### src/rtl/innings_scorekeeper_if.sv
// Delivery-event handshake between the ball-by-ball source and innings_scorekeeper.
interface innings_scorekeeper_if;
   logic       ev_valid;
   logic [3:0] ev_code;
   logic       ev_ready;

   modport master (output ev_valid, ev_code, input ev_ready);
   modport slave  (input ev_valid, ev_code, output ev_ready);
endinterface

### src/rtl/innings_scorekeeper.sv
// T20 ball-by-ball scorekeeper: counts runs/wickets/legal balls per team and
// sequences innings 1 -> break -> innings 2 -> done.
module innings_scorekeeper #(
   parameter int unsigned MAX_BALLS    = 120,
   parameter int unsigned MAX_WICKETS  = 10,
   parameter int unsigned BREAK_CYCLES = 4,
   parameter int unsigned CHASE_END    = 1
) (
   input  logic                  clk,
   input  logic                  rst,
   input  logic                  start,
   innings_scorekeeper_if.slave  ev,
   output logic [7:0]            team1_runs,
   output logic [3:0]            team1_wickets,
   output logic [6:0]            team_1_ball,
   output logic [7:0]            team2_runs,
   output logic [3:0]            team2_wickets,
   output logic [6:0]            team_2_ball,
   output logic [7:0]            runs,
   output logic [3:0]            wickets,
   output logic [6:0]            balls,
   output logic                  innings,
   output logic                  innings_done,
   output logic                  match_done,
   output logic                  ev_err
);

   localparam logic [2:0] S_IDLE  = 3'd0;
   localparam logic [2:0] S_INN1  = 3'd1;
   localparam logic [2:0] S_BREAK = 3'd2;
   localparam logic [2:0] S_INN2  = 3'd3;
   localparam logic [2:0] S_DONE  = 3'd4;

   localparam int unsigned BW = (BREAK_CYCLES > 1) ? $clog2(BREAK_CYCLES) : 1;

   logic [2:0]    state;
   logic [BW-1:0] brk_cnt;
   logic          accept;
   logic          at_end;
   logic          bad_code;
   logic [8:0]    run_sum;
   logic [7:0]    nxt_runs;
   logic [3:0]    nxt_wk;
   logic [6:0]    nxt_balls;
   logic [6:0]    ball_inc;

   assign ev.ev_ready = (state == S_INN1) || (state == S_INN2);
   assign accept      = ev.ev_valid & ev.ev_ready;
   assign match_done  = (state == S_DONE);

   assign runs    = innings ? team2_runs    : team1_runs;
   assign wickets = innings ? team2_wickets : team1_wickets;
   assign balls   = innings ? team_2_ball   : team_1_ball;

   assign ball_inc = (balls >= 7'(MAX_BALLS)) ? balls : balls + 7'd1;

   always_comb begin
      run_sum   = {1'b0, runs};
      nxt_wk    = wickets;
      nxt_balls = balls;
      bad_code  = 1'b0;
      if (ev.ev_code <= 4'd6) begin
         run_sum   = {1'b0, runs} + {5'd0, ev.ev_code};
         nxt_balls = ball_inc;
      end else if (ev.ev_code == 4'd7) begin
         nxt_wk    = (wickets >= 4'(MAX_WICKETS)) ? wickets : wickets + 4'd1;
         nxt_balls = ball_inc;
      end else if (ev.ev_code <= 4'd9) begin
         run_sum   = {1'b0, runs} + 9'd1;
      end else begin
         bad_code  = 1'b1;
      end
      nxt_runs = run_sum[8] ? 8'hFF : run_sum[7:0];
      // End test uses post-commit values so the innings closes on the same edge.
      at_end = (nxt_wk == 4'(MAX_WICKETS)) || (nxt_balls == 7'(MAX_BALLS)) ||
               (innings && (CHASE_END != 0) && (nxt_runs > team1_runs));
   end

   always_ff @(posedge clk or negedge rst) begin
      if (!rst) begin
         state         <= S_IDLE;
         brk_cnt       <= '0;
         team1_runs    <= '0;
         team1_wickets <= '0;
         team_1_ball   <= '0;
         team2_runs    <= '0;
         team2_wickets <= '0;
         team_2_ball   <= '0;
         innings       <= 1'b0;
         innings_done  <= 1'b0;
         ev_err        <= 1'b0;
      end else begin
         innings_done <= 1'b0;
         ev_err       <= 1'b0;
         case (state)
            S_IDLE, S_DONE: begin
               if (start) begin
                  state         <= S_INN1;
                  team1_runs    <= '0;
                  team1_wickets <= '0;
                  team_1_ball   <= '0;
                  team2_runs    <= '0;
                  team2_wickets <= '0;
                  team_2_ball   <= '0;
                  innings       <= 1'b0;
               end
            end
            S_INN1, S_INN2: begin
               if (accept) begin
                  ev_err <= bad_code;
                  if (innings) begin
                     team2_runs    <= nxt_runs;
                     team2_wickets <= nxt_wk;
                     team_2_ball   <= nxt_balls;
                  end else begin
                     team1_runs    <= nxt_runs;
                     team1_wickets <= nxt_wk;
                     team_1_ball   <= nxt_balls;
                  end
                  if (at_end) begin
                     innings_done <= 1'b1;
                     brk_cnt      <= '0;
                     state        <= (state == S_INN1) ? S_BREAK : S_DONE;
                  end
               end
            end
            S_BREAK: begin
               if (brk_cnt == BW'(BREAK_CYCLES - 1)) begin
                  state   <= S_INN2;
                  innings <= 1'b1;
               end else begin
                  brk_cnt <= brk_cnt + 1'b1;
               end
            end
            default: state <= S_IDLE;
         endcase
      end
   end

endmodule
### src/flat_wrapper.sv
// flat-port wrapper written by rule: the top's interface ports become plain ports
module innings_scorekeeper_flat 
#(
   parameter int unsigned MAX_BALLS    = 120,
   parameter int unsigned MAX_WICKETS  = 10,
   parameter int unsigned BREAK_CYCLES = 4,
   parameter int unsigned CHASE_END    = 1
)
  (clk, rst, start, team1_runs, team1_wickets, team_1_ball, team2_runs, team2_wickets, team_2_ball, runs, wickets, balls, innings, innings_done, match_done, ev_err, ev_ev_valid, ev_ev_code, ev_ev_ready);
  innings_scorekeeper_if ev_i ();
  input  logic clk;
  input  logic rst;
  input  logic start;
  output logic [7:0] team1_runs;
  output logic [3:0] team1_wickets;
  output logic [6:0] team_1_ball;
  output logic [7:0] team2_runs;
  output logic [3:0] team2_wickets;
  output logic [6:0] team_2_ball;
  output logic [7:0] runs;
  output logic [3:0] wickets;
  output logic [6:0] balls;
  output logic innings;
  output logic innings_done;
  output logic match_done;
  output logic ev_err;
  input wire logic [$bits(ev_i.ev_valid)-1:0] ev_ev_valid;
  input wire logic [$bits(ev_i.ev_code)-1:0] ev_ev_code;
  output wire logic [$bits(ev_i.ev_ready)-1:0] ev_ev_ready;
  assign ev_i.ev_valid = ev_ev_valid;
  assign ev_i.ev_code = ev_ev_code;
  assign ev_ev_ready = ev_i.ev_ready;
  innings_scorekeeper #(.MAX_BALLS(MAX_BALLS), .MAX_WICKETS(MAX_WICKETS), .BREAK_CYCLES(BREAK_CYCLES), .CHASE_END(CHASE_END)) u_core (.clk(clk), .rst(rst), .start(start), .ev(ev_i), .team1_runs(team1_runs), .team1_wickets(team1_wickets), .team_1_ball(team_1_ball), .team2_runs(team2_runs), .team2_wickets(team2_wickets), .team_2_ball(team_2_ball), .runs(runs), .wickets(wickets), .balls(balls), .innings(innings), .innings_done(innings_done), .match_done(match_done), .ev_err(ev_err));
endmodule
### config.mk
export PLATFORM = sky130hd
export DESIGN_NAME = innings_scorekeeper_flat
export DESIGN_NICKNAME = d
export VERILOG_FILES = /design/src/rtl/innings_scorekeeper_if.sv /design/src/rtl/innings_scorekeeper.sv /design/src/flat_wrapper.sv
export SDC_FILE = /design/constraint.sdc
export NUM_CORES = 1
export LEC_CHECK = 0
export CORE_MARGIN = 5
export CORE_UTILIZATION = 23
export DETAILED_ROUTE_END_ITERATION = 6
export SLEW_MARGIN = 40
export SYNTH_ARGS = -nofsm -noshare
export SYNTH_HDL_FRONTEND = slang
export SYNTH_SLANG_ARGS = --single-unit
### constraint.sdc
create_clock -name clk -period 4.97 [get_ports clk]
set_clock_uncertainty 0.05 [all_clocks]
set_input_delay 0.994 -clock clk [delete_from_list [all_inputs] [get_ports clk]]
set_output_delay 0.994 -clock clk [all_outputs]
set_load 0.01 [all_outputs]
# [Word-level counts from Yosys, hierarchy flattened]
# Cells that the tools add are included.
[totals] regBits=46 latchBits=0 mem_bits_rw=0 romBits=0 elab_cells=107 n_memories=0
[classes] addsub=5 mul=0 n_div=0 n_lt_le_gt_ge=5 n_eq_ne=15 shifts=0 muxes=55 n_bitwise=1 reduce_logical=15
[ops] operator="$mux 7" n=9
[ops] operator="$mux 8" n=7
[ops] operator="$mux 4" n=9
[ops] operator="$pmux 8 s2" n=2
[ops] operator="$pmux 7 s2" n=2
[ops] operator="$mux 9" n=3
[ops] operator="$pmux 4 s2" n=2
[ops] operator="$reduce_and 4->1" n=4
[ops] operator="$mux 3" n=5
[ops] operator="$mux 1" n=10
[ops] operator="$add 8x1->9 const B" n=1
[ops] operator="$add 8x4->9" n=1
[ops] operator="$pmux 3 s3" n=1
[ops] operator="$gt 8x8->1" n=1
[ops] operator="$ne 2x1->1 const B" n=4
[ops] operator="$add 7x1->7 const B" n=1
[ops] operator="$eq 7x7->1 const B" n=1
[ops] operator="$ge 7x7->1 const B" n=1
[ops] operator="$eq 3x2->1 const B" n=2
[ops] operator="$mux 2" n=3
[ops] operator="$ne 2x2->1 const B" n=3
[ops] operator="$reduce_bool 2->1" n=3
[ops] operator="$add 4x1->4 const B" n=1
[ops] operator="$eq 4x3->1 const B" n=1
[ops] operator="16 further kinds" n=19

# [Longest topological paths before layout]
[logic_depth] word_depth=12 ltp_mapped=19 ltp_nobuf=17

# [Worst setup path before layout]
# OpenSTA, ideal clock, no wires.
[synth_path] kind="reg-to-reg" from="register u_core.innings" to="register u_core.state[0]" setup_ns=0.124 arrival_time_ns=3.712 required_ns=4.796 setup_slack_ns=1.084 path_stages_with_launch=19 path_cell_list="dfrtp_1 > buf_4 > mux2i_1 > inv_1 > ha_1 > fa_1 > a21o_1 > a21oi_1 > o22ai_1 > nand3_2 > o311ai_0 > ha_1 > nor2b_1 > o211ai_1 > a21o_1 > a21oi_1 > o21ai_0 > o31a_1 > a211o_1"
[synth_via] elab_chain_len=11 word_cells_on_any_way=27 classes_between="add/sub (4); order compare (3); eq/ne (3); mux (13); reduce/logical (4)"
[synth_lines] element="from (decl)" line_no="innings_scorekeeper.sv:22" text="output logic innings,"
[synth_lines] element="from (signal assigned)" line_no="innings_scorekeeper.sv:89" text="innings <= 1'b0;"
[synth_lines] element="from (signal assigned)" line_no="innings_scorekeeper.sv:105" text="innings <= 1'b0;"
[synth_lines] element="from (signal assigned)" line_no="innings_scorekeeper.sv:130" text="innings <= 1'b1;"
[synth_lines] element="$mux 8 (*)" line_no="innings_scorekeeper.sv:51" text="assign runs = innings ? team2_runs : team1_runs;"
[synth_lines] element="net runs[0]" line_no="flat_wrapper.sv:20" text="output logic [7:0] runs;"
[synth_lines] element="$add 8x1->9" line_no="innings_scorekeeper.sv:69" text="run_sum = {1'b0, runs} + 9'd1;"
[synth_lines] element="$mux 9" line_no="innings_scorekeeper.sv:68" text="end else if (ev.ev_code <= 4'd9) begin"
[synth_lines] element="$mux 9" line_no="innings_scorekeeper.sv:65" text="end else if (ev.ev_code == 4'd7) begin"
[synth_lines] element="$mux 9 (*)" line_no="innings_scorekeeper.sv:62" text="if (ev.ev_code <= 4'd6) begin"
[synth_lines] element="$mux 8 (*)" line_no="innings_scorekeeper.sv:73" text="nxt_runs = run_sum[8] ? 8'hFF : run_sum[7:0];"
[synth_lines] element="$gt 8x8->1 (*)" line_no="innings_scorekeeper.sv:76" text="(innings && (CHASE_END != 0) && (nxt_runs > team1_runs));"
[synth_lines] element="$logic_and 1x1->1 (*)" line_no="innings_scorekeeper.sv:76"
[synth_lines] element="$logic_or 1x1->1 (*)" line_no="innings_scorekeeper.sv:75" text="at_end = (nxt_wk == 4'(MAX_WICKETS)) || (nxt_balls == 7'(MAX_BALLS)) ||"
[synth_lines] element="$ne 2x1->1 (no line) (*)"
[synth_lines] element="$reduce_and 4->1 (no line) (*)"
[synth_lines] element="to (signal assigned)" line_no="innings_scorekeeper.sv:123" text="state <= (state == S_INN1) ? S_BREAK : S_DONE;"
[synth_lines] element="to (decl)" line_no="innings_scorekeeper.sv:36" text="logic [2:0] state;"
# Mark *: on every way through the listed nets, which the timed path passes. The rest lies on a longest branch.
# A chain may end at the register's enable or synchronous reset.

# [Worst setup path in the final report]
[layout_path] from="input port ev_ev_code[0]" to="register u_core.state[0]"
[layout_via] elab_chain_len=10 word_cells_on_any_way=20 classes_between="add/sub (1); order compare (3); eq/ne (4); mux (8); reduce/logical (4)"
[layout_lines] element="from (decl)" line_no="flat_wrapper.sv:28" text="input wire logic [$bits(ev_i.ev_code)-1:0] ev_ev_code;"
[layout_lines] element="$le 4x4->1" line_no="innings_scorekeeper.sv:68"
[layout_lines] element="$mux 9" line_no="innings_scorekeeper.sv:68"
[layout_lines] element="$mux 9" line_no="innings_scorekeeper.sv:65"
[layout_lines] element="$mux 9" line_no="innings_scorekeeper.sv:62"
[layout_lines] element="$mux 8" line_no="innings_scorekeeper.sv:73"
[layout_lines] element="$gt 8x8->1" line_no="innings_scorekeeper.sv:76"
[layout_lines] element="$logic_and 1x1->1" line_no="innings_scorekeeper.sv:76"
[layout_lines] element="$logic_or 1x1->1 (*)" line_no="innings_scorekeeper.sv:75"
[layout_lines] element="$ne 2x1->1 (no line) (*)"
[layout_lines] element="$reduce_and 4->1 (no line) (*)"
# Mark *: on every way between the ends. The rest lies on a longest branch, timed or not.

==> impl_summary.log <==
[metrics] synthesis-to-finish area growth: 31.8%
[metrics] Max FO, Critical Path: 8
[metrics] number of vias in the routed layout: roughly 2800
[metrics] Worst Setup End Kind: register
[metrics] worst slack after detailed placement: about 0.24 ns
[metrics] aggregate global routing overflow: 0
[metrics] worst-case hold slack: 0.463 ns
[metrics] highest-count cells in the layout ignoring fill and taps: 68 x clkdlybuf4s50_1, 61 x nand2_1, 46 x dfrtp_1, 26 x nor2_1, 24 x inv_1
[metrics] Buffers on Ports: 69
[metrics] WS Path Type: in -> reg
[metrics] number of ports placed on the die boundary: 70
[metrics] Synth Net Count: between 300 and 400
[metrics] largest net degree at the start of global routing: 47
[metrics] TritonCTS clock tree: done
[metrics] startpoint types: primary input
[metrics] final setup vio count: 0
[metrics] WL final: ~9400 µm
[metrics] yosys warns: 0
[metrics] Global Route Usage Sum: 0.119
[metrics] Diodes inserted: 0
[metrics] setup repair after global routing missed its margin: no
[metrics] Hold-fix buffers, CTS: 0
[metrics] die height: around 130 µm
[metrics] max_slew headroom: 0.542
[metrics] asr flop ratio synth: 1.00
[metrics] post-synthesis register bit count: between 40 and 50
[metrics] count of antenna-violating nets left after detailed routing: 0
[metrics] clock-pin slew of the registers on the worst-case setup and hold paths: about 0.07 ns
[metrics] final HPWL from detailed placement: roughly 7000 µm
[metrics] synthesized instance count: about 360
[metrics] # nets final: between 400 and 500
[metrics] initial core utilization: 0.233
[metrics] Die Width: roughly 130 µm
[metrics] worst vdd rail ir drop: around 0.00024 V
[metrics] minimum clock period after layout: around 4.4 ns
[metrics] H-tree levels: 2
[metrics] share of the synthesized area in the top cell type: 0.359
[metrics] slew at the pin closest to its max-slew limit: around 0.68 ns
[metrics] worst setup margin: 0.526 ns
[metrics] Setup TNS Final: 0 ns
[metrics] status: completed
[metrics] post-CTS setup buffers: 0
[metrics] via count of the first global-routing pass: slightly below 3000
[metrics] sequential element share of the synthesized area: 0.359
[metrics] number of distinct library cells after synthesis: 55
[metrics] mapped cell area: roughly 3200 µm²
[metrics] pins over their slew limit: 0
[metrics] Yosys top cell by area: dfrtp_1
[metrics] total iterations of the first detailed-routing run: 4
[metrics] maximum root-to-sink buffer count: 2
[metrics] Via density: ~4.7
[metrics] routability-driven placement congestion ratio: between 0.8 and 0.9
[metrics] top achievable clock speed: between 200 and 250 MHz
[metrics] arrival time of the worst setup path: 4.57 ns
[metrics] total count of hold-check failures in the final report: 0
[metrics] power density of the placed cells: 504 nW/µm²
[metrics] Critical Path RT: 5.09 ns
[metrics] global-route wire length before repair: around 16000 µm
[metrics] Layout fillers: 1472
[metrics] number of resized instances in the post-cts repair step: 0
[metrics] Clock Root Buffer: clkbuf_16
[metrics] Cell Rows: 43
[metrics] Wirelength per Cell: 15.6 µm
[metrics] DRC: 0
[metrics] Static Leak: 1.87 nW
[metrics] top_reg_cell synth: dfrtp_1
[metrics] Post-synth EDFFs: 0
[metrics] placeable core region: between 10000 and 15000 µm²
[metrics] worst-skew pair later-pin latency: between 0.2 and 0.3 ns
[metrics] leading cell type in the layout, fill and taps excluded: clkdlybuf4s50_1
[metrics] crit share post-route: 0.894
[metrics] die area: about 16000 µm²
[metrics] initial antenna violation count: 0
[metrics] starting DRC count in detailed routing: 137
[metrics] most area-consuming cells after synthesis: dfrtp_1 36%, mux2_2 7.4%, nand2_1 7.1%, ha_1 7.0%, nor2_1 3.2%
[metrics] Avg Cell Area, Syn: ~9 µm²
[metrics] proportion of layout cells with a drive suffix above 1: 0.113
[metrics] CTS buffer count: 5
[metrics] number of sinks driven by the clock tree: 46
[metrics] number of max-cap violations: 0
[metrics] hold crit path type: reg -> reg
## final timing paths
check,startpoint,endpoint,slack [ns],cells after the start
worst max-delay path,ev_ev_code[0],u_core.state[0],0.53,16
max in group asynchronous,rst,u_core.team2_runs[1],3.80,1
worst min register to register,u_core.team2_wickets[0],u_core.team2_wickets[0],0.46,2
worst max register to register,u_core.innings,u_core.state[0],0.85,17
worst min-delay path,u_core.team2_wickets[0],u_core.team2_wickets[0],0.46,2
min in group asynchronous,rst,u_core.team2_runs[6],0.65,1
## critical path: stages
cell and delay, ns:
clkdlybuf4s50_1 0.48, ha_1 0.27, fa_1 0.42, a21o_1 0.20
a21oi_1 0.15, o22ai_1 0.18, nand3_2 0.19, o311ai_0 0.18
ha_1 0.34, nor2b_1 0.13, o211ai_1 0.09, a21o_1 0.16
a21oi_1 0.16, o21ai_0 0.12, o31a_1 0.18, a211o_1 0.31
## cells by family (layout without fill, tap and decap cells)
| kind of cell | count (synthesis) | count (layout) | synth area share |
|---|---|---|---|
| flip-flops | 46 | 46 | 0.359 |
| XOR/XNOR | 11 | 11 | 0.0300 |
| buffers and inverters | 39 | 104 | 0.0523 |
| AND/OR/NAND/NOR | 135 | 135 | 0.197 |
| adder cells (fa/ha/maj) | 19 | 19 | 0.0765 |
| multiplexers | 33 | 33 | 0.114 |
| AO/OA/AOI/OAI | 75 | 75 | 0.172 |
## synth_stat cells (5+ instances only)
master    instances
nand4_1           5
a22o_1            5
mux2_2           21
nor2_1           27
a21oi_1          14
xnor2_1          10
inv_1            24
clkbuf_1         10
nor3_1            6
nand3_1           7
ha_1             18
o31ai_1           9
nand2_1          61
mux2i_1          10
nand2b_1          6
o21ai_0          10
a21o_1            7
dfrtp_1          46
## final cells by class
| type | instances | area [µm²] | area share |
|---|---|---|---|
| Multi-Input combinational cell | 273 | 1900 | 0.449 |
| Sequential cell | 46 | 1150 | 0.272 |
| Timing Repair Buffer | 72 | 711 | 0.168 |
| Tap cell | 180 | 225 | 0.0533 |
| Clock buffer | 6 | 139 | 0.0329 |
| Inverter | 24 | 90.1 | 0.0213 |
| Clock inverter | 2 | 12.5 | 0.00296 |
## metrics by stage
stage	util	instance area [µm²]	std cells	total power [mW]
after floorplan	-	3210	358	1.30
after global placement	0.295	4070	595	1.77
after detailed placement	0.296	4080	595	1.80
after CTS	0.307	4230	603	2.16
after global routing	0.307	4230	603	2.31
final	0.307	4230	603	2.13
## state kept, by name, summed over array words and instances, names as in the netlist
name / count
u_core.team1_runs: 8
u_core.team1_wickets: 4
u_core.team2_wickets: 4
u_core.team_2_ball: 7
u_core.innings: 1
u_core.team2_runs: 8
u_core.state: 3
u_core.innings_done: 1
u_core.team_1_ball: 7
u_core.brk_cnt: 2
u_core.ev_err: 1
## where the power goes
group	internal, mW	leakage (nW)	switching, mW	total [mW]
registers	0.481	0.612	0.126	0.607
logic	0.569	1.18	0.609	1.18
clock network	0.199	0.0729	0.144	0.344
## metal layers
layer | share of wire | vias to the layer above | GRT usage
li1 | - | 1408 | -
met1 | 0.47 | 1367 | 0.158
met2 | 0.48 | 61 | 0.199
met3 | 0.035 | 10 | 0.0213
met4 | 0.011 | 0 | 0.0293
met5 | 0 | - | 0
Note: power is estimated with default switching activity, not from simulation.
==> RTL change (same flow settings) <==
Register the output `ev_err` once more, with the module's reset; this adds one clock of latency there. The other outputs are not delayed to match.
--- a/src/rtl/innings_scorekeeper.sv
+++ b/src/rtl/innings_scorekeeper.sv
@@ -33,4 +33,6 @@
 
    localparam int unsigned BW = (BREAK_CYCLES > 1) ? $clog2(BREAK_CYCLES) : 1;
+
+   logic ev_err_s0;
 
    logic [2:0]    state;
@@ -89,8 +91,8 @@
          innings       <= 1'b0;
          innings_done  <= 1'b0;
-         ev_err        <= 1'b0;
+         ev_err_s0     <= 1'b0;
       end else begin
          innings_done <= 1'b0;
-         ev_err       <= 1'b0;
+         ev_err_s0    <= 1'b0;
          case (state)
             S_IDLE, S_DONE: begin
@@ -108,5 +110,5 @@
             S_INN1, S_INN2: begin
                if (accept) begin
-                  ev_err <= bad_code;
+                  ev_err_s0 <= bad_code;
                   if (innings) begin
                      team2_runs    <= nxt_runs;
@@ -138,3 +140,11 @@
    end
 
+   always_ff @(posedge clk or negedge rst) begin
+      if (!rst) begin
+         ev_err <= '0;
+      end else begin
+         ev_err <= ev_err_s0;
+      end
+   end
+
 endmodule
Formal check against the unedited RTL: not equivalent (Yosys sat finds a counterexample within 4 cycles, from zero or initial values and one cycle with rst low).
==> RTL change against the unedited design <==
Sequential cell count is 1 higher; design area is 2.5% higher; power is 4.6% higher; wire length is 3.2% higher; area after synthesis is 2.5% higher; clock power is 14% higher; count of clock-buffer cells in the layout is 1 lower; non-clock buffer count is 2 higher; setup slack better by 0.051 ns; sequential share of layout area is 0.091 points lower; critical path type unchanged; critical endpoint is now u_core.state[2]$_DFFE_PN0P_; highest routed layer unchanged.
==> RTL change: results (changes against the unedited design) <==
Synth
  – Syn Nets: 373 (-3.1%)
  – Cells after synthesis: 346 (-3.4%)
  – Synth top area cells: dfrtp_1 (36%), mux2_2 (10%), ha_1 (6.9%), nand2_1 (4.7%), mux2i_1 (3.3%)
  – Synth cell types: 60 (+9.1%)

Pwr
  – Lkg Pwr: 1.91 nW (+2.5%)
  – Power consumed by sequential cells: 582 µW (-4.1%)
  – Combinational cell power: 1.25 mW (+6%)
  – Peak supply drop: 218 µV (-11%)

Global route
  – GR Util met3: 2.47% (+0.35 points)
  – GR Util met1: 15.2% (-0.57 points)
  – Vias in the first global route: 2957 (+0.65%)
  – Met2 Use GR: 19.7% (-0.27 points)

Critical path
  – Critical Path Sink: u_core.state[2]$_DFFE_PN0P_
  – CP startpoint: ev_ev_code[2]
  – Reg2Reg Setup Slack: 0.62 ns (-0.23 ns)
  – Worst Path Arrival: 4.51 ns (-0.06 ns)

Drt
  – WL met2: 4700 µm (+3.9%)
  – Starting DRT DRC Count: 159 (+16%)
  – Wire per inst: 16.2 µm (+4.2%)
  – Vias: 2852 (+0.21%)

Hold path
  – Hold worst-path end: u_core.ev_err$_DFF_PN0_
  – Min-Delay Startpoint: u_core.ev_err_s0$_DFF_PN0_

Finish
  – Share of layout cells above drive strength 1: 14.9% (+3.5 points)
  – Fin cells: 597 (-1.0%)

Outcome
  – Status: complete, no violations

Timing
  – Worst slew margin: 47.1% (-7.1 points)

Placement
  – Inst Count DP: 589 (-1.0%)
  – Final Wtd Congestion: 0.862 (+3.4%)
## RTL change: worst max-delay path, cell delays in order
cell	delay, ns
clkdlybuf4s50_1	0.62
ha_1	0.32
a21oi_1	0.22
nor2b_1	0.09
o311ai_1	0.42
nor2_1	0.17
and2_1	0.23
a21oi_1	0.17
ha_1	0.27
nand4_1	0.12
a21oi_1	0.06
a211oi_1	0.26
o22a_1	0.24
a21oi_4	0.08
a32o_1	0.25
## RTL change: logic make-up (layout without fill, tap and decap cells)
family	Yosys count	count (layout)	share of synthesized area [%]
adders and majority gates	19	19	7.46
muxes	44	44	15.2
DFF	47	47	35.8
and+or+nand+nor	122	122	18.5
xor gates and xnor gates	10	10	2.66
buffers and inverters	33	104	4.91
AOI/OAI and AO/OA	71	71	15.5
## RTL change: layout make-up
class	instances	area, µm²
sequential	47	1180
inverter	22	82.6
clock inverter	3	46.3
tap	180	225
timing repair buffer	74	726
clock buffer	5	125
multi-input combinational	266	1950
fill	1380	9600
